===== src/rtl/clb_config_loader.sv =====
// Configuration sequencer: streams NUM_CLB programming words into shadow storage and commits them
// atomically to the CLB array. Optional odd-parity checking is enabled by defining CLB_CFG_PARITY_EN.
module clb_config_loader #(
  parameter int unsigned NUM_CLB = 4,
  parameter int unsigned PROG_W  = 17,
  parameter int unsigned CNT_W   = $clog2(NUM_CLB + 1)
) (
  input  logic                      clb_clk,
  input  logic                      rst,
  input  logic                      cfg_start,
  input  logic                      cfg_abort,
  input  logic [PROG_W-1:0]         cfg_data,
  input  logic                      cfg_valid,
`ifdef CLB_CFG_PARITY_EN
  input  logic                      cfg_parity,
`endif
  output logic                      cfg_ready,
  output logic [CNT_W-1:0]          cfg_count,
  output logic [NUM_CLB*PROG_W-1:0] prog_bus,
  output logic                      clb_run,
  output logic                      cfg_busy,
  output logic                      cfg_done,
  output logic                      cfg_error
);

  typedef enum logic [1:0] {
    IDLE   = 2'd0,
    LOAD   = 2'd1,
    COMMIT = 2'd2,
    RUN    = 2'd3
  } state_t;

  state_t state, state_next;

  logic [NUM_CLB-1:0][PROG_W-1:0] shadow;
  logic xfer;
  logic word_ok;
  logic bad_word;
  logic last_word;
  logic start_load;

`ifdef CLB_CFG_PARITY_EN
  assign word_ok = ^{cfg_parity, cfg_data};
`else
  assign word_ok = 1'b1;
`endif

  // Abort suppresses any transfer in the same cycle, including the final word.
  assign xfer       = (state == LOAD) && cfg_valid && !cfg_abort;
  assign bad_word   = xfer && !word_ok;
  assign last_word  = (cfg_count == CNT_W'(NUM_CLB - 1));
  assign start_load = ((state == IDLE) || (state == RUN)) && cfg_start;

  assign cfg_ready = (state == LOAD);
  assign cfg_busy  = (state == LOAD) || (state == COMMIT);
  assign cfg_done  = (state == RUN);
  assign clb_run   = (state == RUN);

  always_ff @(posedge clb_clk) begin
    if (rst) state <= IDLE;
    else     state <= state_next;
  end

  always_comb begin
    state_next = state;
    case (state)
      IDLE:    if (cfg_start) state_next = LOAD;
      LOAD: begin
        if (cfg_abort || bad_word)   state_next = IDLE;
        else if (xfer && last_word)  state_next = COMMIT;
      end
      COMMIT:  state_next = RUN;
      RUN:     if (cfg_start) state_next = LOAD;
      default: state_next = IDLE;
    endcase
  end

  // Word counter, shadow slots and the committed configuration.
  always_ff @(posedge clb_clk) begin
    if (rst) begin
      cfg_count <= '0;
      shadow    <= '0;
      prog_bus  <= '0;
    end else begin
      if (start_load)
        cfg_count <= '0;
      else if (xfer && word_ok)
        cfg_count <= cfg_count + CNT_W'(1);

      for (int unsigned k = 0; k < NUM_CLB; k++) begin
        if (xfer && word_ok && (cfg_count == CNT_W'(k)))
          shadow[k] <= cfg_data;
      end

      if (state == COMMIT)
        prog_bus <= shadow;
    end
  end

`ifdef CLB_CFG_PARITY_EN
  // Error pulse lands the cycle after the rejected transfer.
  always_ff @(posedge clb_clk) begin
    if (rst) cfg_error <= 1'b0;
    else     cfg_error <= bad_word;
  end
`else
  assign cfg_error = 1'b0;
`endif

endmodule


===== config.mk =====
export PLATFORM = sky130hd
export DESIGN_NAME = clb_config_loader
export DESIGN_NICKNAME = d
export VERILOG_FILES = /design/src/rtl/clb_config_loader.sv
export SDC_FILE = /design/constraint.sdc
export NUM_CORES = 1
export LEC_CHECK = 0
export ABC_AREA = 0
export CAP_MARGIN = 5
export CELL_PAD_IN_SITES_DETAIL_PLACEMENT = 2
export CELL_PAD_IN_SITES_GLOBAL_PLACEMENT = 2
export CORE_MARGIN = 5
export CORE_UTILIZATION = 30
export DETAILED_ROUTE_END_ITERATION = 6
export GPL_ROUTABILITY_DRIVEN = 0
export GPL_TIMING_DRIVEN = 0
export PLACE_DENSITY_LB_ADDON = 0.1
export SLEW_MARGIN = 20
export SYNTH_ARGS = -nofsm -noshare
export SYNTH_HDL_FRONTEND = slang
export SYNTH_SLANG_ARGS = --single-unit
export TNS_END_PERCENT = 1

===== constraint.sdc =====
create_clock -name clb_clk -period 1.5 [get_ports clb_clk]
set_input_delay 0.375 -clock clb_clk [delete_from_list [all_inputs] [get_ports clb_clk]]
set_output_delay 0.375 -clock clb_clk [all_outputs]
set_load 0.01 [all_outputs]

==> flow_summary.toml <==
[setup_path]
worstPathMaxFanout = 3
path_delay_family = "flip-flops"
cp.required_ps = 1120
cp-start-kind = "flip-flop"
timing.rr.start = "state[0]$_SDFFE_PP0P_"
worst-path-buf-inv = 3
crit_path_cell_trace = "inv_2, ha_4, inv_4, buf_6"
cp.arrival_ps = 1250
r2r_cells = 7
startpoint = "state[0]$_SDFFE_PP0P_"
worst_path_max_delay_cell = "dfxtp_2"
timing.rr.end = "shadow[13]$_SDFFE_PP0P_"
slowest_delay_ps = 350
worstSetupEndpointType = "output port"
ff2ff_setup_slack_ps = -40
worstSetupPathType = "reg -> out"

[cells_and_area]
multiInputGateArea_um2 = 2490
register_area_um2 = 2840
layout_common_cells = "dfxtp_1, mux2i_1, nor2_1, nand2b_1, dlygate4sd2_1"
areaGrowthSynthToFinish_pct = 38.4
fillers = 1899
drive_gt1_share_pct = 13.8
nets = 678
finalInstanceArea_um2 = 7530
antenna_cells = 0
layout_commonest_cell = "dfxtp_1"

[power]
p_leak_uw = 0.00326
comb_power_share_pct = 16.1
switching_share_pct = 24.9
ir_worst_vdd_uv = 852
total_power_uw = 10400
power_density_nw_per_um2 = 1380
clock_power_share_pct = 46.3
share_seq_of_total_power_pct = 37.6
switchingPower_uw = 2580
intPower_uw = 7790

[run]
cap_violations = 0

[worst_hold_path]
hold_depth = 3
hold_path.class = "in -> reg"
min_from = "rst"
hold_end = "shadow[33]$_SDFFE_PP0P_"

[yosys]
synth_top_family_by_area = "multiplexers"
synth-xor-area-share_pct = 0.161
synth_edf_count = 0
ys_warn_count = 0
ys.flop_type = "dfxtp_1"
synth_area_per_cell_um2 = 10.4
async_flop_share_pct = 0
syn_area_um2 = 5440
synth.distinct_cells = 28
synth_seq_cells = 141
yosysSeqAreaShare_pct = 51.9
synth-compound-area-share_pct = 2.12
synthMuxAreaShare_pct = 22.5
synth_adder_area_share_pct = 2.07
syn_inst = 523
synthesis.nets = 554
synthSimpleGateAreaFrac_pct = 17.2

[sta]
fmax_mhz = 617
final.setup.tns_ps = -910
maxSlewHeadroom_pct = 56.9
timing.final.crit_share_pct = 108
maxSlewViolCount = 0
tightest_slew_ps = 647
layout_setup_ws_ps = -120
fin_crit_ps = 1620
setup_viol = 32
final_hold_viol_count = 0
rsz0062_at_grt = "yes"
worst_clock_skew_ps = 8.84

[clock_tree]
holdBufCountCts = 0
clockBufferDepth = 2
cts_tree = "yes"
cts-root-buf = "clkbuf_16"
clk_latency_ps = 420
clk_pin_slew_ps = 60
h-tree-depth = 4
cts.sinks = 141
cts_made_buffers = 17

[outcome]
status = "finished with violations"
violations = "setup timing"

[floorplanning]
start_util_pct = 30.4
die_w_um = 145
placementRows = 49
core_um2 = 17900
die_area_um2 = 20900
ios = 98
dieHeight_um = 145

[drt]
drt_wl_total_um = 16400
drc = 0
drtPass1Iterations = 4
dr_total_vias = 4050
routedWlPerCell_um = 18.5
drt-initial-drc-count = 144
viasPerCell = 4.56
ant_nets = 0

[global_routing]
antenna_found_initial = 0
grt_pass1_vias = 4589
grtUsageMet3_pct = 4.01
grt_pass1_wl_um = 25800
grt_overflow = 0
top_usage_layer = "met2"
gr-usage-met2_pct = 27.0
grt_max_degree = 17
use_met1_pct = 21.1
grtUsageTotal_pct = 16.3

[placement]
dp_hpwl_um = 11800
place_area_um2 = 6690
numPortBuffers = 95
flip-flops by register name (all words and copies together) (netlist names):
register and count:
prog_bus 68, shadow 68, state 2, cfg_count 3
per-stage QoR:
step           hold slack [ps]  setup slack, ps  utilization [%]  std cells
6_report                   441             -120             42.1        889
5_1_grt                    480             -166             42.1        889
4_1_cts                    430             -141             41.5        881
3_5_place_dp               461             -630             37.4        847
3_3_place_gp               444             -564             37.4        847
2_1_floorplan              436            -16.9                -        523
tightest hold or removal path, stage by stage:
cell      delay, ps
buf_2           160
nand2b_1        190
mux2i_1          80
layout make-up:
class,instances,share of cell area [%]
flip-flops and latches,141,37.7
multi-input cells,341,33.1
repair buffers,105,12.4
clock buffers,18,5.70
plain buffers,35,3.82
well taps,229,3.80
clock inverters,14,3.19
inverters,6,0.332
cells by family (layout without fill, tap and decap cells):
group,count (synthesis),in the layout
buffers and inverters,41,178
adders and majority gates,9,9
DFF,141,141
and+or+nand+nor,187,187
xor gates and xnor gates,1,1
AOI/OAI and AO/OA,21,21
other,1,1
muxes,122,122
repair_timing:
| item | CTS | global route |
|---|---|---|
| setup endpoints to repair | 211 | 78 |
| cloned | 0 | 0 |
| resized for setup | 126 | 16 |
| pin swaps | 4 | 3 |
| setup buffers | 2 | 8 |
layer usage:
layer	routed length [µm]	vias up
met5	0	-
met4	193	0
met3	631	16
met2	8120	70
met1	7470	2000
li1	-	1964
worst max-delay path by stage:
stage,endpoint,slack (ps),cells past startpoint
after floorplan,shadow[65]$_SDFFE_PP0P_,-20,6
after global routing,cfg_busy,-170,4
after CTS,cfg_busy,-140,4
final,cfg_busy,-120,4
after global placement,shadow[60]$_SDFFE_PP0P_,-560,5
after detailed placement,shadow[66]$_SDFFE_PP0P_,-630,5
cells in the mapped netlist, types with 3 or more instances:
cell      number  area share (%)
a21oi_1       18             1.7
buf_1          5            0.34
buf_2         12             1.1
buf_4          4            0.55
buf_6          3            0.62
clkbuf_1      10            0.69
dfxtp_1      141              52
ha_1           9             2.1
inv_1          6            0.41
mux2i_1      121              22
nand2_1       36             2.5
nand2b_1      69             7.9
nor2_1        73             5.0
power by group through the flow:
stage | Combinational [µW] | Sequential [µW] | Clock (µW)
5_1_grt | 1790 | 3900 | 5120
3_5_place_dp | 1430 | 3960 | 0
6_report | 1670 | 3900 | 4800
2_1_floorplan | 981 | 3950 | 0
4_1_cts | 1580 | 3900 | 4910
3_3_place_gp | 1400 | 3960 | 0
No activity file was read; power rests on OpenSTA's default activity.
